$ cat config.mk
export PLATFORM = sky130hd
export DESIGN_NAME = wb_dsp_bus_master
export DESIGN_NICKNAME = d
export VERILOG_FILES = /design/src/rtl/wb_dsp_bus_master.sv
export SDC_FILE = /design/constraint.sdc
export NUM_CORES = 1
export LEC_CHECK = 0
export BUFFER_PORTS_ARGS = -buffer_cell sky130_fd_sc_hd__buf_2
export CORE_MARGIN = 2
export CORE_UTILIZATION = 51
export CTS_CLUSTER_DIAMETER = 80
export DETAILED_ROUTE_END_ITERATION = 10
export GPL_ROUTABILITY_DRIVEN = 1
export PLACE_DENSITY_LB_ADDON = 0.15
export SYNTH_ARGS = -nofsm -noshare
export SYNTH_HDL_FRONTEND = slang
export SYNTH_SLANG_ARGS = --single-unit
$ cat constraint.sdc
create_clock -name wb_clk -period 11.98 [get_ports wb_clk]
set_input_delay 0 -clock wb_clk [delete_from_list [all_inputs] [get_ports wb_clk]]
set_output_delay 0 -clock wb_clk [all_outputs]
set_load 0.05 [all_outputs]
$ cat src/rtl/wb_dsp_bus_master.sv
// -----------------------------------------------------------------------------
// wb_dsp_bus_master
//
// Wishbone classic master used by the DSP engine to fetch coefficients and
// samples and to write results to system memory. A request of 1..256 words is
// split into one classic Wishbone cycle per word at incrementing byte
// addresses. Every word is followed by a one-cycle strobe gap. err, rty and a
// response timeout abort the request.
//
// Ports
//   wb_clk, wb_rst          clock, asynchronous active-high reset
//   req_start               one-cycle request pulse, sampled only in IDLE
//   req_we/addr/len/sel     direction, first byte address, words-1, byte selects
//   wr_data / wr_data_pop   write word from the engine / "word taken, show next"
//   rd_data / rd_valid      registered read word / one-cycle valid pulse
//   busy, done              request in progress / one-cycle completion pulse
//   error, err_code         abort flag and cause, held until the next request
//   wb_*_o / wb_*_i         Wishbone classic master port (cti/bte tied to 0)
// -----------------------------------------------------------------------------
module wb_dsp_bus_master #(
    parameter int dw        = 32,
    parameter int aw        = 32,
    parameter int TIMEOUT   = 16,
    parameter int RETRY_MAX = 3
) (
    input  logic          wb_clk,
    input  logic          wb_rst,
    input  logic          req_start,
    input  logic          req_we,
    input  logic [aw-1:0] req_addr,
    input  logic [7:0]    req_len,
    input  logic [3:0]    req_sel,
    input  logic [dw-1:0] wr_data,
    output logic          wr_data_pop,
    output logic [dw-1:0] rd_data,
    output logic          rd_valid,
    output logic          busy,
    output logic          done,
    output logic          error,
    output logic [1:0]    err_code,
    output logic [aw-1:0] wb_adr_o,
    output logic [dw-1:0] wb_dat_o,
    output logic [3:0]    wb_sel_o,
    output logic          wb_we_o,
    output logic          wb_cyc_o,
    output logic          wb_stb_o,
    output logic [2:0]    wb_cti_o,
    output logic [1:0]    wb_bte_o,
    input  logic [dw-1:0] wb_dat_i,
    input  logic          wb_ack_i,
    input  logic          wb_err_i,
    input  logic          wb_rty_i
);

    typedef enum logic [1:0] {IDLE, BUS, GAP, DONE} state_t;

    typedef enum logic [1:0] {
        ERR_NONE    = 2'b00,
        ERR_BUS     = 2'b01,
        ERR_RETRY   = 2'b10,
        ERR_TIMEOUT = 2'b11
    } err_code_t;

    localparam logic [7:0]    TMO_LIM  = 8'(TIMEOUT);
    localparam logic [7:0]    RTY_LIM  = 8'(RETRY_MAX);
    localparam logic [aw-1:0] ADR_STEP = aw'(4);

    state_t        state_q;
    err_code_t     err_code_q;
    err_code_t     abort_code_d;
    logic          abort_d;
    logic [7:0]    len_q;
    logic [7:0]    beat_q;
    logic [7:0]    retry_q;
    logic [7:0]    tmo_q;
    logic [7:0]    tmo_d;
    logic [aw-1:0] adr_q;
    logic [aw-1:0] adr_d;
    logic [dw-1:0] dat_q;
    logic [dw-1:0] rd_data_q;
    logic [3:0]    sel_q;
    logic          we_q;
    logic          cyc_q;
    logic          stb_q;
    logic          pop_q;
    logic          rd_valid_q;
    logic          busy_q;
    logic          done_q;
    logic          error_q;
    logic          last_beat;

    assign tmo_d     = tmo_q + 8'd1;
    assign adr_d     = adr_q + ADR_STEP;
    assign last_beat = (beat_q == len_q);

    // Abort decision for the current BUS cycle. err wins over ack, and any
    // real response wins over a timeout landing in the same cycle.
    always_comb begin
        // NOTE: every combinational output gets a default first so no path
        // leaves it unassigned (no latch).
        abort_d      = 1'b0;
        abort_code_d = ERR_NONE;
        if (wb_err_i) begin
            abort_d      = 1'b1;
            abort_code_d = ERR_BUS;
        end else if (wb_ack_i) begin
            abort_d      = 1'b0;
        end else if (wb_rty_i) begin
            if (retry_q == RTY_LIM) begin
                abort_d      = 1'b1;
                abort_code_d = ERR_RETRY;
            end
        end else if (tmo_d == TMO_LIM) begin
            abort_d      = 1'b1;
            abort_code_d = ERR_TIMEOUT;
        end
    end

    always_ff @(posedge wb_clk or posedge wb_rst) begin
        if (wb_rst) begin
            // NOTE: the data registers are reset too, because they drive
            // outputs that must read 0 from reset onwards.
            state_q    <= IDLE;
            err_code_q <= ERR_NONE;
            len_q      <= '0;
            beat_q     <= '0;
            retry_q    <= '0;
            tmo_q      <= '0;
            adr_q      <= '0;
            dat_q      <= '0;
            rd_data_q  <= '0;
            sel_q      <= '0;
            we_q       <= 1'b0;
            cyc_q      <= 1'b0;
            stb_q      <= 1'b0;
            pop_q      <= 1'b0;
            rd_valid_q <= 1'b0;
            busy_q     <= 1'b0;
            done_q     <= 1'b0;
            error_q    <= 1'b0;
        end else begin
            // NOTE: non-blocking assignments throughout. The pulses default
            // low here and are raised only in the branch that fires them.
            pop_q      <= 1'b0;
            rd_valid_q <= 1'b0;
            done_q     <= 1'b0;
            case (state_q)
                IDLE: begin
                    if (req_start) begin
                        state_q    <= BUS;
                        we_q       <= req_we;
                        adr_q      <= req_addr;
                        len_q      <= req_len;
                        sel_q      <= req_sel;
                        dat_q      <= wr_data;
                        beat_q     <= '0;
                        retry_q    <= '0;
                        tmo_q      <= '0;
                        error_q    <= 1'b0;
                        err_code_q <= ERR_NONE;
                        cyc_q      <= 1'b1;
                        stb_q      <= 1'b1;
                        busy_q     <= 1'b1;
                    end
                end
                BUS: begin
                    if (abort_d) begin
                        // The failing word produces no pop and no rd_valid.
                        state_q    <= DONE;
                        cyc_q      <= 1'b0;
                        stb_q      <= 1'b0;
                        error_q    <= 1'b1;
                        err_code_q <= abort_code_d;
                        done_q     <= 1'b1;
                    end else if (wb_ack_i) begin
                        if (we_q) begin
                            pop_q      <= 1'b1;
                        end else begin
                            rd_data_q  <= wb_dat_i;
                            rd_valid_q <= 1'b1;
                        end
                        stb_q <= 1'b0;
                        if (last_beat) begin
                            state_q <= DONE;
                            cyc_q   <= 1'b0;
                            done_q  <= 1'b1;
                        end else begin
                            state_q <= GAP;
                            adr_q   <= adr_d;
                            beat_q  <= beat_q + 8'd1;
                            retry_q <= '0;
                        end
                    end else if (wb_rty_i) begin
                        // Same word is reissued after the gap.
                        state_q <= GAP;
                        stb_q   <= 1'b0;
                        retry_q <= retry_q + 8'd1;
                    end else begin
                        tmo_q <= tmo_d;
                    end
                end
                GAP: begin
                    // One strobe-free cycle stops a registered-ack slave from
                    // acking the same word twice. pop_q is high only when the
                    // previous word was an acked write, so a retried word
                    // keeps its data.
                    tmo_q <= '0;
                    if (pop_q) begin
                        dat_q <= wr_data;
                    end
                    stb_q   <= 1'b1;
                    state_q <= BUS;
                end
                DONE: begin
                    busy_q  <= 1'b0;
                    state_q <= IDLE;
                end
                default: state_q <= IDLE;
            endcase
        end
    end

    assign wr_data_pop = pop_q;
    assign rd_data     = rd_data_q;
    assign rd_valid    = rd_valid_q;
    assign busy        = busy_q;
    assign done        = done_q;
    assign error       = error_q;
    assign err_code    = err_code_q;
    assign wb_adr_o    = adr_q;
    assign wb_dat_o    = dat_q;
    assign wb_sel_o    = sel_q;
    assign wb_we_o     = we_q;
    assign wb_cyc_o    = cyc_q;
    assign wb_stb_o    = stb_q;
    assign wb_cti_o    = 3'b000;
    assign wb_bte_o    = 2'b00;

endmodule
Yosys cells after proc, flatten, opt, wreduce, memory -nomap -nowiden
Cells that the tools add are included.

Bits in latches: 0. Bits in read-only memories: 0. Input port bits: 115. Bits in registers: 144. Memories: 0. Bits in writable memories: 0.

Div/mod/pow operators: 0. Bitwise logic cells: 2. Reduce and logical (&&, ||, !) cells: 16. $lt $le $gt $ge: 0. Mux-type cells: 66. Shifts and indexed selects: 0. Multipliers: 0. $add $sub $neg: 4. Equality and inequality tests: 19.

Operators by type and width (count): $mux W32 (6); $pmux W32 S2 (2); $mux W8 (11); $add A32 B3 Y32 const B (1); $pmux W8 S2 (2); $mux W1 (27); $add A8 B1 Y8 const B (3); $pmux W8 S3 (1); $mux W2 (11); $ne A2 B2 Y1 const B (8); $reduce_and A5 Y1 (3); $ne A3 B3 Y1 const B (4); $reduce_and A3 Y1 (3); $eq A8 B2 Y1 const B (1); $eq A8 B5 Y1 const B (1); $eq A8 B8 Y1 (1); $pmux W2 S4 (1); $reduce_and A4 Y1 (2); $pmux W1 S2 (3); $reduce_and A2 Y1 (3); $reduce_bool A2 Y1 (3); $eq A2 B2 Y1 const B (2); $ne A4 B4 Y1 const B (1); $pmux W2 S2 (1); other kinds (5) (6).

Depth between registers and ports, before layout
Word-level depth: 8. Gate-level depth with buffers: 8. Gate-level depth less buffers: 6.

Worst setup path before layout
Ideal clock, no wire load.

Path kind: reg2reg. From: register adr_q[2] (netlist: wb_adr_o[2]). To: register adr_q[26] (netlist: wb_adr_o[26]). Period minus slack after synthesis: 2086 ps. Arrival time: 2006 ps. Data required time: 11900 ps. Library setup time: 80 ps. Setup slack: 9894 ps. Cell stages (with the launch flop): 8. Path through: dfrtp_1 ha_1 nand4_1 nor4_2 buf_4 nand3_1 a21oi_1 a2bb2oi_1.

Word-level cells in the longest chain between the ends: 5.

RTL lines: from (decl) (line 77) `logic [aw-1:0] adr_q;`; from (signal assigned) (line 152) `adr_q <= req_addr;`; from (signal assigned) (line 189) `adr_q <= adr_d;`; $add A32 B3 Y32 (line 93) `assign adr_d = adr_q + ADR_STEP;`; $mux W32 (line 183) `if (last_beat) begin`; $mux W32 (line 175) `end else if (wb_ack_i) begin`; $mux W32 (line 167) `if (abort_d) begin`; $pmux W32 S2 (line 147) `case (state_q)`.

Every way passes these cells. The select of a mux whose other input is x is not followed. A chain may end at the register's enable or synchronous reset.

Final worst setup path
From: register state_q[0]. To: register rd_data_q[12] (netlist: rd_data[12]).

Word-level cells in the longest chain between the ends: 2.

RTL lines: from (decl) (line 68) `state_t state_q;`; from (signal assigned) (line 123) `state_q <= IDLE;`; from (signal assigned) (line 150) `state_q <= BUS;`; from (signal assigned) (line 169) `state_q <= DONE;`; $eq A2 B1 Y1 (line 147); $reduce_and A4 Y1 (no source line); to (signal assigned) (line 179) `rd_data_q <= wb_dat_i;`; to (decl) (line 80) `logic [dw-1:0] rd_data_q;`.

Every way passes these cells.

==> impl_results.md <==
- Run status: finished, final reports clean
- Leading post-synthesis cells by cell area: dfrtp_1, mux2_2, nand2_1, a21oi_1, nand3_1
- # clock sinks: 144
- Psw: 1466 uW
- Final non-filler cell total: 1175
- Worst skew pair latency: 420 ps
- Crit path top cell by count: buf_4
- Yosys cell types: 70
- Row count: 42
- Worst-path cell chain: nor2b_4 -> buf_4 -> nand2_2 -> nor3_4 -> buf_4 -> mux2_2
- Syn avg cell area: 10.68 um2
- H-tree Lvls: 4
- Area Overhead vs Synth: 40.58%
- Register bit count reported by yosys: 144
- Most common cell in the netlist: dfrtp_1
- Final #Nets: 1104
- Clk slew on worst S/H paths: 60 ps
- Vias: 6538
- Yosys top cell by area: dfrtp_1
- Initial Util: 0.5281
- DRC Markers: 0
- Worst Path Max Fanout: 69
- Clock root cell: clkbuf_16
- Setup_tns: 0 ps
- Final Cell Area: 9910 um2
- Synth top area share: 0.5112
- Startpoint types: flip-flop
- Yosys warning total: 0
- Vias in the first global route: 6389
- CTS tree: built
- Die width: 121.6 um
- Layout cell share with drive strength beyond 1: 0.3604
- Hold Fails Final Rpt: 0
- Crit Path Class: flip-flop to flip-flop
- Internal: 1415 uW
- EDFF count, synth: 0
- Synthesized area: 7049 um2
- Fillers: 904
- Die area: 14780 um2
- Average vias per placed instance: 5.564
- Placed Area: 8215 um2
- Die height: 121.6 um
- Gpl congestion: 0.8977
- Footprint of the multi-input gates: 3172 um2
- Synth Flop Type: dfrtp_1
- CORE AREA: 13350 um2
- Largest net degree at the start of global routing: 76
- Initial DRT Pass Iterations: 5
- Final wirelength: 20740 um
- Slew margin rel.: 0.3413
- Arrival time at the worst endpoint: 2850 ps
- DP Cell Count: 1028
- Number of port buffers: 224
- Bufs on Longest Clock Path: 2
- Sequential share of power: 0.304
- Achievable Freq: 392.6 MHz
- Fin. max-slew vios: 0
- First-pass GRT wire length: 32800 um
- Clk pwr share: 0.173
- Avg WL per Cell: 17.65 um
- Starting DRC count in detailed routing: 511
- Worst Hold Class: input pin to flip-flop
- CP max-delay cell: dfrtp_1
- Synth top cells by count: dfrtp_1, nand2_1, mux2_2
- RSZ-0062 raised after global routing: false
- CTS buffer count: 17
- Fin util: 0.7424
- Final worst-path cycle share: 0.2126
- Worst vdd ir: 0.1677 mV
- Leakage dissipation: 0.004580 uW
- Sw Share: 0.5089
- IO Pins: 230
- CP Capture Type: flip-flop
- Count of final setup violators: 0
- CP peak stage delay: 560 ps
- Total Routing Usage GR: 0.2847
- Antenna-violating nets left: 0
- Register area: 3603 um2
- Required @ worst endpoint: 12280 ps
- Worst-margin pin slew: 979.9 ps
- Gate power share: 0.523
- Max Cap Viol: 0
- Post-synthesis sequential area ratio: 0.5112
- Min Tclk post-route: 2547 ps
- Initial antenna violation count: 1
- Gate Count Post-Synth: 660
- Final Skew: 12.04 ps
- Post-DP HPWL: 12730 um
- GRT overflow: 0
- Pwr dens: 290.7 nW/um2
- Async set-reset flop share out of synthesis: 1.000
registers in the layout, summed over array words and instances (netlist names), 2 cells and up:
register / flops
beat_q: 8
err_code: 2
len_q: 8
rd_data: 32
retry_q: 8
state_q: 2
tmo_q: 8
wb_adr_o: 32
wb_dat_o: 32
wb_sel_o: 4
layout by cell type (no fill, tap or decap), types with 5 or more instances in the layout:
cell           Yosys  routed
buf_2             14     224
dfrtp_1          144     144
dlygate4sd3_1      0     113
nand2_1           87      87
mux2_2            64      64
a21oi_1           43      43
nand3_1           36      36
nor2_1            25      24
o21ai_0           17      17
a2bb2oi_1         17      17
clkbuf_16          0      17
o21ai_1           13      13
o22ai_1           13      13
nand4_1           11      11
inv_1             12      11
xnor2_1            8       8
o31ai_1            8       8
a31oi_1            7       7
and3_1             7       7
and2_1             6       6
buf_4             10       6
nor2b_1            6       5
a21o_1             5       5
ha_1               5       5
conb_1             1       5
power by group through the flow:
stage | Combinational (uW) | Clock, uW | Sequential [uW]
floorplan | 533 | 0 | 1470
global placement | 1440 | 0 | 855
detailed placement | 1470 | 0 | 869
CTS | 1500 | 503 | 863
global route | 1590 | 529 | 904
finish | 1510 | 498 | 875
cell type report:
type,count,area share
Sequential cell,144,0.3636
Multi-Input combinational cell,465,0.3201
Timing Repair Buffer,343,0.2318
Clock buffer,18,0.04432
Tap cell,176,0.02222
Clock inverter,13,0.01174
Inverter,13,0.005429
Antenna cell,3,0.0007576
layer usage:
layer	up-vias	track usage	share of wire
met2	267	0.4810	0.51
met3	40	0.05524	0.059
met5	-	0	0
met4	0	0.1200	0.022
li1	3032	-	-
met1	3199	0.3602	0.41
cell families (layout without fill, tap and decap cells):
logic type               after synthesis  count (layout)  share of synthesized area
AND/OR/NAND/NOR                      218             218                     0.1633
AO/OA/AOI/OAI                        159             159                     0.1523
flip-flops                           144             144                     0.5112
multiplexers                          68              68                     0.1079
buffers and inverters                 55             387                    0.04242
XOR/XNOR                              10              10                    0.01349
adder cells (fa/ha/maj)                5               5                   0.008875
other                                  1               8                  0.0005320
metrics by stage:
stage	total power [uW]	hold slack [ps]	setup WS [ps]
after floorplan	2003	69.82	8114
after CTS	2868	3.420	9456
after detailed placement	2336	149.1	9457
after global placement	2300	133.9	9543
final	2881	17.93	9433
after global routing	3024	36.49	9248
worst paths after layout:
check | from | end | slack, ps | cells after the start
min in group asynchronous | wb_rst | wb_dat_o[24] | 230 | 3
max reg2reg | state_q[0] | rd_data[12] | 9430 | 6
min reg2reg | error | error | 480 | 2
max | state_q[0] | rd_data[12] | 9430 | 6
min | wb_rty_i | err_code[1] | 20 | 4
max in group asynchronous | wb_rst | wb_dat_o[9] | 10330 | 4
critical path: cells and delay by family, from the launching register on:
family                 cells  cell delay, ps
muxes                      1             410
and+or+nand+nor            3             520
buffers and inverters      2             920
DFF                        1             560
timing repair:
action                                 CTS  global route
endpoints found under the hold margin  180             0
setup endpoints to repair                0             0
hold buffers                           113             0
gates resized for setup                  0             0
buffers inserted                         0             0
Power figures use the tool's default switching activity.
